`src/rtl/alu_ctrl_pkg.sv`:
```
`default_nettype none
// ============================================================================
//  Module      : alu_ctrl_pkg
//  Description : Shared definitions for the alu_ctrl command initiator:
//                FSM state encoding, group-select values, per-group opcode
//                values and the eight ALU interrupt trigger values.
//  Ports       : none (package)
//  Revision    : 1.0  initial release
// ============================================================================
package alu_ctrl_pkg;

  typedef enum logic [2:0] {
    ST_IDLE   = 3'd0,
    ST_ISSUE  = 3'd1,
    ST_SAMPLE = 3'd2,
    ST_CLEAR  = 3'd3,
    ST_RESP   = 3'd4
  } state_e;

  localparam logic SEL_A = 1'b0;
  localparam logic SEL_B = 1'b1;

  // Group A opcodes
  localparam logic [1:0] OPA_AND  = 2'b00;
  localparam logic [1:0] OPA_NAND = 2'b01;
  localparam logic [1:0] OPA_OR   = 2'b10;
  localparam logic [1:0] OPA_XOR  = 2'b11;

  // Group B opcodes
  localparam logic [1:0] OPB_XNOR = 2'b00;
  localparam logic [1:0] OPB_AND  = 2'b01;
  localparam logic [1:0] OPB_NOR  = 2'b10;
  localparam logic [1:0] OPB_OR   = 2'b11;

  // Result values on which the ALU raises its interrupt, per group/opcode
  localparam logic [7:0] IRQ_A_AND  = 8'hFF;
  localparam logic [7:0] IRQ_A_NAND = 8'h00;
  localparam logic [7:0] IRQ_A_OR   = 8'hF8;
  localparam logic [7:0] IRQ_A_XOR  = 8'h83;
  localparam logic [7:0] IRQ_B_XNOR = 8'hF1;
  localparam logic [7:0] IRQ_B_AND  = 8'hF4;
  localparam logic [7:0] IRQ_B_NOR  = 8'hF5;
  localparam logic [7:0] IRQ_B_OR   = 8'hFF;

  function automatic logic [7:0] irq_trigger(input logic sel, input logic [1:0] op);
    logic [7:0] v;
    v = 8'h00;
    if (sel == SEL_A) begin
      case (op)
        OPA_AND:  v = IRQ_A_AND;
        OPA_NAND: v = IRQ_A_NAND;
        OPA_OR:   v = IRQ_A_OR;
        default:  v = IRQ_A_XOR;
      endcase
    end else begin
      case (op)
        OPB_XNOR: v = IRQ_B_XNOR;
        OPB_AND:  v = IRQ_B_AND;
        OPB_NOR:  v = IRQ_B_NOR;
        default:  v = IRQ_B_OR;
      endcase
    end
    return v;
  endfunction

endpackage
`default_nettype wire

```
`src/rtl/alu_ctrl_model.sv`:
```
`default_nettype none
// ============================================================================
//  Module      : alu_ctrl_model
//  Description : Combinational golden model of the dual-group ALU. Produces
//                the expected result and interrupt for one command.
//  Ports       : sel_i    group select (0 = A, 1 = B)
//                op_i     opcode within the group
//                a_i/b_i  operands
//                result_o expected ALU result
//                irq_o    expected ALU interrupt
//  Revision    : 1.0  initial release
// ============================================================================
module alu_ctrl_model
  import alu_ctrl_pkg::*;
(
  input  logic       sel_i,
  input  logic [1:0] op_i,
  input  logic [7:0] a_i,
  input  logic [7:0] b_i,
  output logic [7:0] result_o,
  output logic       irq_o
);

  always_comb begin
    result_o = 8'h00;
    if (sel_i == SEL_A) begin
      case (op_i)
        OPA_AND:  result_o = a_i & b_i;
        OPA_NAND: result_o = ~(a_i & b_i);
        OPA_OR:   result_o = a_i | b_i;
        default:  result_o = a_i ^ b_i;
      endcase
    end else begin
      case (op_i)
        OPB_XNOR: result_o = ~(a_i ^ b_i);
        OPB_AND:  result_o = a_i & b_i;
        OPB_NOR:  result_o = ~(a_i | b_i);
        default:  result_o = a_i | b_i;
      endcase
    end
  end

  assign irq_o = (result_o == irq_trigger(sel_i, op_i));

endmodule
`default_nettype wire

```
`src/rtl/alu_ctrl.sv`:
```
`default_nettype none
// ============================================================================
//  Module      : alu_ctrl
//  Description : Command-side initiator for the 8-bit dual-group ALU. Takes
//                one command per cmd handshake, drives registered ALU pins,
//                samples result/interrupt, pulses alu_irq_clr when needed and
//                returns the result on the rsp channel. Keeps a saturating
//                count of interrupting responses.
//  Config      : ALU_CTRL_CHECK_EN - build the golden model and drive
//                rsp_mismatch; otherwise rsp_mismatch is tied to 0.
//  Ports       : alu_clk/rst_n           clock, async active-low reset
//                cmd_*                   command channel (valid/ready)
//                rsp_*                   response channel (valid/ready)
//                irq_count/irq_count_clr interrupt counter and its clear
//                busy                    controller not idle
//                alu_*                   ALU-facing pins
//  Revision    : 1.0  initial release
// ============================================================================
module alu_ctrl
  import alu_ctrl_pkg::*;
#(
  parameter bit AUTO_CLR  = 1'b1,
  parameter int IRQ_CNT_W = 8
) (
  input  logic                 alu_clk,
  input  logic                 rst_n,
  input  logic                 cmd_valid,
  output logic                 cmd_ready,
  input  logic                 cmd_sel,
  input  logic [1:0]           cmd_op,
  input  logic [7:0]           cmd_a,
  input  logic [7:0]           cmd_b,
  output logic                 rsp_valid,
  input  logic                 rsp_ready,
  output logic [7:0]           rsp_data,
  output logic                 rsp_irq,
  output logic                 rsp_mismatch,
  output logic [IRQ_CNT_W-1:0] irq_count,
  input  logic                 irq_count_clr,
  output logic                 busy,
  output logic                 alu_enable,
  output logic                 alu_enable_a,
  output logic                 alu_enable_b,
  output logic [1:0]           alu_op_a,
  output logic [1:0]           alu_op_b,
  output logic [7:0]           alu_in_a,
  output logic [7:0]           alu_in_b,
  output logic                 alu_irq_clr,
  input  logic [7:0]           alu_out,
  input  logic                 alu_irq
);

  state_e               state_q, state_d;
  logic                 en_q, en_d;
  logic                 en_a_q, en_a_d;
  logic                 en_b_q, en_b_d;
  logic [1:0]           op_a_q, op_a_d;
  logic [1:0]           op_b_q, op_b_d;
  logic [7:0]           in_a_q, in_a_d;
  logic [7:0]           in_b_q, in_b_d;
  logic                 irq_clr_q, irq_clr_d;
  logic                 rsp_valid_q, rsp_valid_d;
  logic [7:0]           rsp_data_q, rsp_data_d;
  logic                 rsp_irq_q, rsp_irq_d;
  logic                 mism_q, mism_d;
  logic [IRQ_CNT_W-1:0] cnt_q, cnt_d;
  logic                 w_mismatch;

`ifdef ALU_CTRL_CHECK_EN
  logic [7:0] w_exp_result;
  logic       w_exp_irq;

  // The enables are still held while sampling, so enable_b names the group
  // of the command in flight without a separate select register.
  alu_ctrl_model u_model (
    .sel_i    (en_b_q),
    .op_i     (en_b_q ? op_b_q : op_a_q),
    .a_i      (in_a_q),
    .b_i      (in_b_q),
    .result_o (w_exp_result),
    .irq_o    (w_exp_irq)
  );

  assign w_mismatch = (alu_out != w_exp_result) || (alu_irq != w_exp_irq);
`else
  assign w_mismatch = 1'b0;
`endif

  always_ff @(posedge alu_clk or negedge rst_n) begin
    if (!rst_n) begin
      state_q     <= ST_IDLE;
      en_q        <= 1'b0;
      en_a_q      <= 1'b0;
      en_b_q      <= 1'b0;
      op_a_q      <= 2'b00;
      op_b_q      <= 2'b00;
      in_a_q      <= 8'h00;
      in_b_q      <= 8'h00;
      irq_clr_q   <= 1'b0;
      rsp_valid_q <= 1'b0;
      rsp_data_q  <= 8'h00;
      rsp_irq_q   <= 1'b0;
      mism_q      <= 1'b0;
      cnt_q       <= '0;
    end else begin
      state_q     <= state_d;
      en_q        <= en_d;
      en_a_q      <= en_a_d;
      en_b_q      <= en_b_d;
      op_a_q      <= op_a_d;
      op_b_q      <= op_b_d;
      in_a_q      <= in_a_d;
      in_b_q      <= in_b_d;
      irq_clr_q   <= irq_clr_d;
      rsp_valid_q <= rsp_valid_d;
      rsp_data_q  <= rsp_data_d;
      rsp_irq_q   <= rsp_irq_d;
      mism_q      <= mism_d;
      cnt_q       <= cnt_d;
    end
  end

  always_comb begin
    state_d     = state_q;
    en_d        = en_q;
    en_a_d      = en_a_q;
    en_b_d      = en_b_q;
    op_a_d      = op_a_q;
    op_b_d      = op_b_q;
    in_a_d      = in_a_q;
    in_b_d      = in_b_q;
    irq_clr_d   = 1'b0;
    rsp_valid_d = rsp_valid_q;
    rsp_data_d  = rsp_data_q;
    rsp_irq_d   = rsp_irq_q;
    mism_d      = mism_q;

    case (state_q)
      ST_IDLE: begin
        if (cmd_valid) begin
          state_d = ST_ISSUE;
          en_d    = 1'b1;
          en_a_d  = (cmd_sel == SEL_A);
          en_b_d  = (cmd_sel == SEL_B);
          op_a_d  = (cmd_sel == SEL_A) ? cmd_op : 2'b00;
          op_b_d  = (cmd_sel == SEL_B) ? cmd_op : 2'b00;
          in_a_d  = cmd_a;
          in_b_d  = cmd_b;
        end
      end
      ST_ISSUE: begin
        state_d = ST_SAMPLE;
      end
      ST_SAMPLE: begin
        rsp_data_d = alu_out;
        rsp_irq_d  = alu_irq;
        mism_d     = w_mismatch;
        if (alu_irq && AUTO_CLR) begin
          state_d   = ST_CLEAR;
          irq_clr_d = 1'b1;
        end else begin
          state_d     = ST_RESP;
          en_d        = 1'b0;
          en_a_d      = 1'b0;
          en_b_d      = 1'b0;
          rsp_valid_d = 1'b1;
        end
      end
      ST_CLEAR: begin
        state_d     = ST_RESP;
        en_d        = 1'b0;
        en_a_d      = 1'b0;
        en_b_d      = 1'b0;
        rsp_valid_d = 1'b1;
      end
      ST_RESP: begin
        if (rsp_ready) begin
          state_d     = ST_IDLE;
          rsp_valid_d = 1'b0;
        end
      end
      default: begin
        state_d = ST_IDLE;
      end
    endcase
  end

  // Clear wins over a same-cycle increment; increment saturates at all-ones.
  always_comb begin
    cnt_d = cnt_q;
    if (irq_count_clr) begin
      cnt_d = '0;
    end else if (rsp_valid_q && rsp_ready && rsp_irq_q && (cnt_q != {IRQ_CNT_W{1'b1}})) begin
      cnt_d = cnt_q + 1'b1;
    end
  end

  // Gated by rst_n so that every output reads 0 while reset is asserted.
  assign cmd_ready    = rst_n && (state_q == ST_IDLE);
  assign busy         = (state_q != ST_IDLE);
  assign rsp_valid    = rsp_valid_q;
  assign rsp_data     = rsp_data_q;
  assign rsp_irq      = rsp_irq_q;
  assign rsp_mismatch = mism_q;
  assign irq_count    = cnt_q;
  assign alu_enable   = en_q;
  assign alu_enable_a = en_a_q;
  assign alu_enable_b = en_b_q;
  assign alu_op_a     = op_a_q;
  assign alu_op_b     = op_b_q;
  assign alu_in_a     = in_a_q;
  assign alu_in_b     = in_b_q;
  assign alu_irq_clr  = irq_clr_q;

endmodule
`default_nettype wire

```
`config.mk`:
```
export PLATFORM = sky130hd
export DESIGN_NAME = alu_ctrl
export DESIGN_NICKNAME = d
export VERILOG_FILES = /design/src/rtl/alu_ctrl_pkg.sv /design/src/rtl/alu_ctrl_model.sv /design/src/rtl/alu_ctrl.sv
export SDC_FILE = /design/constraint.sdc
export NUM_CORES = 1
export LEC_CHECK = 0
export ABC_AREA = 1
export BUFFER_PORTS_ARGS = -buffer_cell sky130_fd_sc_hd__buf_4
export CAP_MARGIN = 5
export CORE_UTILIZATION = 48
export CTS_CLUSTER_DIAMETER = 80
export DETAILED_ROUTE_END_ITERATION = 10
export PLACE_DENSITY = 0.87
export SLEW_MARGIN = 10
export SYNTH_ARGS = -nofsm -noshare
export SYNTH_HDL_FRONTEND = slang
export SYNTH_SLANG_ARGS = --single-unit
```
`constraint.sdc`:
```
create_clock -name alu_clk -period 1.6 [get_ports alu_clk]
set_input_delay 0.16 -clock alu_clk [delete_from_list [all_inputs] [get_ports alu_clk]]
set_output_delay 0.16 -clock alu_clk [all_outputs]
set_load 0.03 [all_outputs]
```
==> out/metrics.yaml <==
maxCapViolations: 0
syn-num-nets: 266
crit_top_cell: "nand2_1"
clock-sinks: 45
dieWidth_um: 66.64
dr.pass1.iters: 4
worstPathArrival_ps: 1690
worstMarginPinSlew_ps: 551.7
io_buffers: 76
critPathKind: "flip-flop to flip-flop"
cp_max_fo: 9
rsz0062_at_grt: "no"
diodes: 0
clk_latency_ps: 290
drive_gt1_frac: 0.3280
critical-path-max-stage-delay_ps: 430
ys_seq_elements: 45
yosysSeqAreaShare: 0.5614
synthArstFlopShare: 1.000
path_cells: "ha_1 > nand2_1 > nor2_1 > a21oi_4 > nor2_4 > nand2_1 > nand2_1"
synth_area_um2: 2006
cts_buffer_depth: 2
root_buffer: "clkbuf_8"
io_pins: 78
num-fill-cells: 338
htreeDepth: 2
syn_inst: 232
min_to: "alu_in_a[6]"
totalWireLength_mm: 4.298
synth_most_common_cell: "nand2_1"
die_area_um2: 4441
place.gp.congestion: 0.8342
ctsHoldBuffers: 1
max_slew_margin: 0.6322
ys_types: 25
peakVddDrop_mv: 1.455
holdPathStages: 3
critPathRequiredTime_ps: 1790
drt-wirelength-per-cell_um: 11.81
grt_antenna_before_repair: 0
finalCritPeriodShare: 0.9335
grt_max_degree: 46
syn2layout_area_growth_pct: 36.81
fin_total_pwr_mw: 5.574
total_leakage_power_nw: 1.551
setup_viol_count_final: 0
maxSlewViolCount: 0
grtUsageTotal: 0.2132
path_clk_slew_ps: 80
ys.warnings.count: 0
cts_resized: 0
clock.fmax_mhz: 669.5
gr-total-overflow: 0
drc: 0
die_y_um: 66.64
num_vias: 1746
worstReg2RegStart: "irq_count[0]"
power_density_nw_per_um2: 2032
worst_hold_startpoint: "cmd_a[6]"
r2r_end: "irq_count[5]"
initial_core_util: 0.5014
tns_ps: 0
synth_area_leaders: "dfrtp_1, nand2_1, nand3_1"
ant_nets: 0
r2r_cells: 7
grt_pass1_vias: 1650
first_iter_violations: 108
hold_viol_final: 0
numCtsBuffers: 5
finalCriticalPeriod_ps: 1494
synth.largest_area_cell: "dfrtp_1"
cts_tree: "yes"
outcome: "finished clean"
min_path_type: "input pin to flip-flop"
reg2reg_slack_ps: 110
synth_top_area_frac: 0.5614
synth_commonest_cells: "nand2_1, dfrtp_1, inv_1, nand3_1"
skew_ps: 5.959
grt_pass1_wl_mm: 7.093
synthFlopType: "dfrtp_1"
core-area_um2: 4000
dpl.hpwl_mm: 3.037
nNetsFinal: 347
end_kind: "flip-flop"
crit_slowest_cell: "dfrtp_1"
vias_per_cell: 4.797
synth_edf_count: 0
syn_avg_cell_area_um2: 8.645
startpoint_type: "flip-flop"
cts_setup_buffers: 0
num_rows: 23
==> worst max-delay path, delay by kind of cell, from the launching register on <==
kind	cells	cell delay, ps
AOI/OAI and AO/OA	1	310
adders and majority gates	1	240
DFF	1	430
and+or+nand+nor	5	420
==> sequential cells by signal, indices dropped and copies added, names as in the netlist <==
signal and count:
irq_count 8, alu_enable_b 1, rsp_data 8, alu_op_b 2
state_q 3, rsp_irq 1, alu_enable_a 1, alu_in_a 8
alu_irq_clr 1, alu_enable 1, rsp_valid 1, alu_op_a 2
alu_in_b 8
==> worst max path at each step <==
stage	start	endpoint	slack [ps]	cells past startpoint
3_3_place_gp	irq_count[0]	irq_count[7]	230	7
5_1_grt	irq_count[0]	irq_count[6]	30	7
2_1_floorplan	irq_count[1]	irq_count[7]	130	7
3_5_place_dp	irq_count[0]	irq_count[6]	180	7
4_1_cts	state_q[0]	cmd_ready	120	6
6_report	irq_count[0]	irq_count[5]	110	7
==> metal layers <==
layer | GRT usage | routed length (um)
met3 | 0.05308 | 325
met2 | 0.3725 | 2145
met1 | 0.2517 | 1777
met4 | 0.07447 | 50
met5 | 0 | 0
==> metrics by stage <==
| stage | utilization | worst slack, ps | hold slack [ps] | std cells | area [um^2] |
|---|---|---|---|---|---|
| after floorplan | - | 128.7 | -135.6 | 232 | 2006 |
| after global placement | 0.6500 | 233.3 | 288.2 | 355 | 2600 |
| after detailed placement | 0.6500 | 180.0 | 293.3 | 355 | 2600 |
| after CTS | 0.6860 | 116.2 | 50.72 | 364 | 2744 |
| after global routing | 0.6860 | 30.57 | 58.00 | 364 | 2744 |
| final | 0.6860 | 106.4 | 56.84 | 364 | 2744 |
==> layout make-up <==
cell class | instances | area [um^2] | area share
flip-flops and latches | 45 | 1126 | 0.4104
multi-input cells | 163 | 749.5 | 0.2731
repair buffers | 79 | 595.6 | 0.2171
inverters | 19 | 76.32 | 0.02782
clock buffers | 5 | 68.82 | 0.02508
clock inverters | 3 | 65.06 | 0.02371
well taps | 50 | 62.56 | 0.02280
==> power breakdown <==
| part | leakage, nW | switching, mW | internal, mW |
|---|---|---|---|
| Combinational | 0.909 | 1.75 | 0.940 |
| Sequential | 0.573 | 0.294 | 1.59 |
| Clock | 0.0681 | 0.378 | 0.620 |
==> cells in the final DEF (no fill, tap or decap), types with 2 or more instances in the layout <==
cell       count
nand2_1      113
buf_4         78
dfrtp_1       45
inv_1         14
nand3_1       13
nor2_1         7
a21oi_1        7
nand2_2        5
clkbuf_8       5
nor2_4         4
inv_2          3
inv_4          2
o21ai_1        2
o21bai_1       2
bufinv_16      2
==> cells by family after synthesis <==
group / after synthesis / synth area share
XOR/XNOR: 1 / 0.004368
adder cells (fa/ha/maj): 1 / 0.006237
other: 1 / 0.001870
AND/OR/NAND/NOR: 146 / 0.3169
AO/OA/AOI/OAI: 14 / 0.04429
buffers and inverters: 24 / 0.06488
flip-flops: 45 / 0.5614
No activity file was read; power rests on OpenSTA's default activity.
